[src/rtl/arith_result_stage.sv]
// ---------------------------------------------------------------------------
// arith_result_stage
//
// Purpose:
//   Captures arithmetic results from an upstream ALU into a small FIFO,
//   decorates each entry with derived status flags (zero, negative) next to
//   the flags supplied by the ALU (overflow, carry-out), and presents the
//   oldest entry to a downstream consumer through a valid/ready handshake.
//   A sticky overflow bit records that any accepted result overflowed since
//   the last clear.
//
// Ports:
//   clk_i        - single clock, all state updates on its rising edge
//   rst_n_i      - asynchronous active-low reset
//   valid_i      - upstream result valid
//   ready_o      - stage can accept a result (not full)
//   result_i     - N-bit arithmetic result
//   overflow_i   - arithmetic overflow flag
//   cout_i       - arithmetic carry-out flag
//   opcode_i     - opcode that produced the result
//   valid_o      - head entry valid (not empty)
//   ready_i      - downstream accepts the head entry
//   result_o     - head result
//   flags_o      - head flags {zero, negative, overflow, cout}
//   opcode_o     - head opcode
//   count_o      - current occupancy, 0..DEPTH
//   sticky_ovf_o - an accepted result overflowed since the last clear
//   clear_i      - synchronous clear of sticky_ovf_o
// ---------------------------------------------------------------------------
module arith_result_stage #(
   parameter int N     = 16,
   parameter int DEPTH = 4
) (
   input  logic                       clk_i,
   input  logic                       rst_n_i,
   input  logic                       valid_i,
   output logic                       ready_o,
   input  logic [N-1:0]               result_i,
   input  logic                       overflow_i,
   input  logic                       cout_i,
   input  logic [2:0]                 opcode_i,
   output logic                       valid_o,
   input  logic                       ready_i,
   output logic [N-1:0]               result_o,
   output logic [3:0]                 flags_o,
   output logic [2:0]                 opcode_o,
   output logic [$clog2(DEPTH):0]     count_o,
   output logic                       sticky_ovf_o,
   input  logic                       clear_i
);

   localparam int AW = $clog2(DEPTH);
   localparam int CW = AW + 1;
   // Entry layout: {opcode[2:0], flags[3:0], result[N-1:0]}
   localparam int EW = N + 7;

   logic [EW-1:0] mem_reg [DEPTH];
   logic [AW-1:0] wr_ptr_reg;
   logic [AW-1:0] rd_ptr_reg;
   logic [CW-1:0] count_reg;
   logic          sticky_reg;

   logic          push;
   logic          pop;
   logic [3:0]    flags_next;
   logic [EW-1:0] entry_next;
   logic [EW-1:0] head_entry;

   // Handshake status comes only from occupancy, so ready_o never depends
   // on ready_i combinationally.
   assign ready_o = (count_reg != CW'(DEPTH));
   assign valid_o = (count_reg != '0);
   assign push    = valid_i & ready_o;
   assign pop     = valid_o & ready_i;

   assign flags_next = {(result_i == '0), result_i[N-1], overflow_i, cout_i};
   assign entry_next = {opcode_i, flags_next, result_i};

   // Storage is not reset; the head is gated with valid_o below so that
   // uninitialised contents never leak onto the outputs.
   always_ff @(posedge clk_i) begin
      if (push) begin
         mem_reg[wr_ptr_reg] <= entry_next;
      end
   end

   // DEPTH is a power of two, so pointers wrap modulo DEPTH naturally.
   always_ff @(posedge clk_i or negedge rst_n_i) begin
      if (!rst_n_i) begin
         wr_ptr_reg <= '0;
         rd_ptr_reg <= '0;
         count_reg  <= '0;
         sticky_reg <= 1'b0;
      end else begin
         if (push) begin
            wr_ptr_reg <= wr_ptr_reg + AW'(1);
         end
         if (pop) begin
            rd_ptr_reg <= rd_ptr_reg + AW'(1);
         end
         case ({push, pop})
            2'b10:   count_reg <= count_reg + CW'(1);
            2'b01:   count_reg <= count_reg - CW'(1);
            default: count_reg <= count_reg;
         endcase
         // An overflowing push in the same cycle as a clear wins.
         if (push && overflow_i) begin
            sticky_reg <= 1'b1;
         end else if (clear_i) begin
            sticky_reg <= 1'b0;
         end
      end
   end

   assign head_entry   = valid_o ? mem_reg[rd_ptr_reg] : '0;
   assign result_o     = head_entry[N-1:0];
   assign flags_o      = head_entry[N+3:N];
   assign opcode_o     = head_entry[N+6:N+4];
   assign count_o      = count_reg;
   assign sticky_ovf_o = sticky_reg;

endmodule

[config.mk]
export PLATFORM = sky130hd
export DESIGN_NAME = arith_result_stage
export DESIGN_NICKNAME = d
export VERILOG_FILES = /design/src/rtl/arith_result_stage.sv
export SDC_FILE = /design/constraint.sdc
export NUM_CORES = 1
export LEC_CHECK = 0
export BUFFER_PORTS_ARGS = -buffer_cell sky130_fd_sc_hd__buf_2
export CORE_AREA = 2 2 120 122
export DETAILED_ROUTE_END_ITERATION = 6
export DIE_AREA = 0 0 122 124
export MAX_ROUTING_LAYER = met4
export PLACE_DENSITY = 0.48
export SLEW_MARGIN = 10
export SYNTH_ARGS = -nofsm -noshare
export SYNTH_HDL_FRONTEND = slang
export SYNTH_SLANG_ARGS = --single-unit
[constraint.sdc]
create_clock -name clk_i -period 2.55 [get_ports clk_i]
set_input_delay 0.3825 -clock clk_i [delete_from_list [all_inputs] [get_ports clk_i]]
set_output_delay 0.3825 -clock clk_i [all_outputs]
set_load 0.05 [all_outputs]
==> flow_metrics.tcl <==
set metrics [dict create \
    status "complete, no violations" \
    worstPathRequired_ns 2.17 \
    instances_no_fill 435 \
    hold_path.class "input port to flop" \
    rsz0062_at_grt "false" \
    clkTransAtPathRegs_ns 0.06 \
    final-seq-area_um2 2840 \
    ant_nets 0 \
    clkLatencyLatePin_ns 0.34 \
    h-tree-depth 3 \
    area_growth_syn_to_layout_pct 21.9 \
    synth_ff_type "edfxtp_1" \
    cpMaxStageDelayCell "mux4_2" \
    async_flop_share 0.0833 \
    fin_ws_ns 0.193 \
    grt_pass1_wl_um 11400 \
    avgSynthCellArea_um2 20.7 \
    setup-tns-final_ns 0 \
    setup_viol 0 \
    fin_util 0.340 \
    portBuffers 54 \
    rows 43 \
    max_freq_mhz 424 \
    cts.sinks 96 \
    largest_register_ffs 88 \
    antenna_found_initial 0 \
    vias 1834 \
    fin_crit_sh 0.924 \
    cp-end-kind "primary output" \
    finalClockSkew_ns 0.00898 \
    syn_inst 185 \
    multi_input_area_um2 902 \
    via_per_inst 4.22 \
    track_usage 0.109 \
    coreArea_um2 13700 \
    timing.final.crit_period_ns 2.36 \
    critPathMaxFanout 18 \
    grt_pass1_vias 2033 \
    wl_um 7260 \
    final_hold_viol_count 0 \
    cts_tree "built" \
    cts_buffers 9 \
    dp.cells 418 \
    critical-path-max-stage-delay_ns 0.53 \
    syn_nets 217 \
    dpl_worst_slack_ns 0.394 \
    crit_type "flop to primary output" \
    max-slew-margin-rel 0.736 \
    diodes 0 \
    drive_gt1_frac 0.396 \
    worst_pin_slew_ns 0.393 \
    maxCapViolCount 0 \
    start_kind "flop" \
    dp_hpwl_um 4650 \
    drt_iter0_markers 87 \
    slew_violations 0 \
    synth_area_um2 3830 \
    drtPass1Iterations 4 \
    ys_types 25 \
    root_buffer "clkbuf_16" \
    fillCellCount 1333 \
    synth-seq-area-share 0.742 \
    avgRoutedWirePerCell_um 16.7 \
    io-pin-count 55 \
    grt_max_degree 25 \
    start_util 0.279 \
    drc 0 \
    nNetsFinal 282 \
    critPathArrivalTime_ns 1.97 \
    grt-ovfl-total 0 \
    fp.dieArea_um2 15100 \
    yosysWarnings 0 \
    cts_buffer_depth 2 \
    ys_seq_elements 96 \
    reg2reg_slack_ns 0.40 \
    path_cells "buf_12, mux4_2, and2_1, buf_2" \
    die_h_um 124 \
    synth_edf_count 88 \
    die_x_um 122 \
    gp_congestion 0.686 \
]
synth_stat cells, types with 2 or more instances:
| master | instances | share of area |
|---|---|---|
| and2_1 | 23 | 0.038 |
| and3_1 | 4 | 0.0065 |
| buf_2 | 2 | 0.0026 |
| buf_6 | 3 | 0.0088 |
| clkbuf_1 | 2 | 0.0020 |
| dfrtp_1 | 8 | 0.052 |
| edfxtp_1 | 88 | 0.69 |
| ha_1 | 5 | 0.016 |
| inv_1 | 6 | 0.0059 |
| mux4_2 | 22 | 0.13 |
| nor4_1 | 4 | 0.0065 |
| xnor2_1 | 3 | 0.0069 |
| xor2_1 | 3 | 0.0069 |
repair_timing:
item,in CTS,in global routing
resized for setup,0,0
buffers inserted,0,0
hold endpoints to repair,8,0
hold buffers,1,0
through the flow:
stage          cell area [um^2]  hold slack, ns
3_3_place_gp               4370           0.240
3_5_place_dp               4370           0.246
6_report                   4670           0.262
4_1_cts                    4670           0.252
2_1_floorplan              3830          0.0869
5_1_grt                    4670           0.257
worst max-delay path, delay by kind of cell, from the launching register on:
kind,cells,cell delay (ns)
flip-flops,1,0.50
multiplexers,1,0.53
AND/OR/NAND/NOR,1,0.17
buffers and inverters,2,0.44
path summary, 6_finish.rpt:
| kind | to | depth (start not counted) | from |
|---|---|---|---|
| min reg2reg | count_o[2] | 1 | count_o[2] |
| max | flags_o[3] | 4 | rd_ptr_reg[0] |
| max reg2reg | count_o[2] | 9 | count_o[0] |
| max in group asynchronous | rd_ptr_reg[0] | 2 | rst_n_i |
| min | mem_reg[2][22] | 1 | opcode_i[2] |
| min in group asynchronous | count_o[2] | 2 | rst_n_i |
layer usage:
layer,wire [um],part of all wire,GRT usage,vias up
met2,3650,0.50,0.178,41
met3,258,0.036,0.0215,12
met1,3220,0.44,0.133,926
met4,131,0.018,0.0453,0
met5,0,0,-,-
li1,-,-,-,855
cell families (layout without fill, tap and decap cells):
logic type / after synthesis / after routing / synth area share
buffers and inverters: 15 / 85 / 0.0222
muxes: 24 / 24 / 0.136
and+or+nand+nor: 37 / 37 / 0.0621
adders and majority gates: 6 / 6 / 0.0216
AOI/OAI and AO/OA: 1 / 1 / 0.00229
DFF: 96 / 96 / 0.742
xor gates and xnor gates: 6 / 6 / 0.0137
placed cells by master, fill, tap and decap left out:
cell	count
nand3_1	1
buf_2	54
dfrtp_2	1
clkbuf_16	9
clkinv_1	2
and4_1	1
clkinvlp_4	3
inv_1	6
and2_1	23
edfxtp_1	88
fa_1	1
nor4_1	4
buf_12	4
a22o_1	1
nor2_1	1
or3b_4	1
and3_1	4
or3_1	1
inv_2	1
mux4_2	22
mux2_4	1
ha_1	5
dlygate4sd3_1	1
bufinv_16	1
and2_4	1
clkbuf_1	1
buf_4	3
xnor2_1	3
dfrtp_1	7
mux2i_1	1
xor2_1	3
layout make-up:
class                      count  share of cell area
clock inverter                 6              0.0129
inverter                       7             0.00563
tap                          180              0.0482
sequential                    96               0.609
timing repair buffer          62              0.0820
multi-input combinational     74               0.193
clock buffer                  10              0.0490
Power is not shown: default switching activity piles up to over one toggle a cycle in this logic, so the estimate is an artifact.
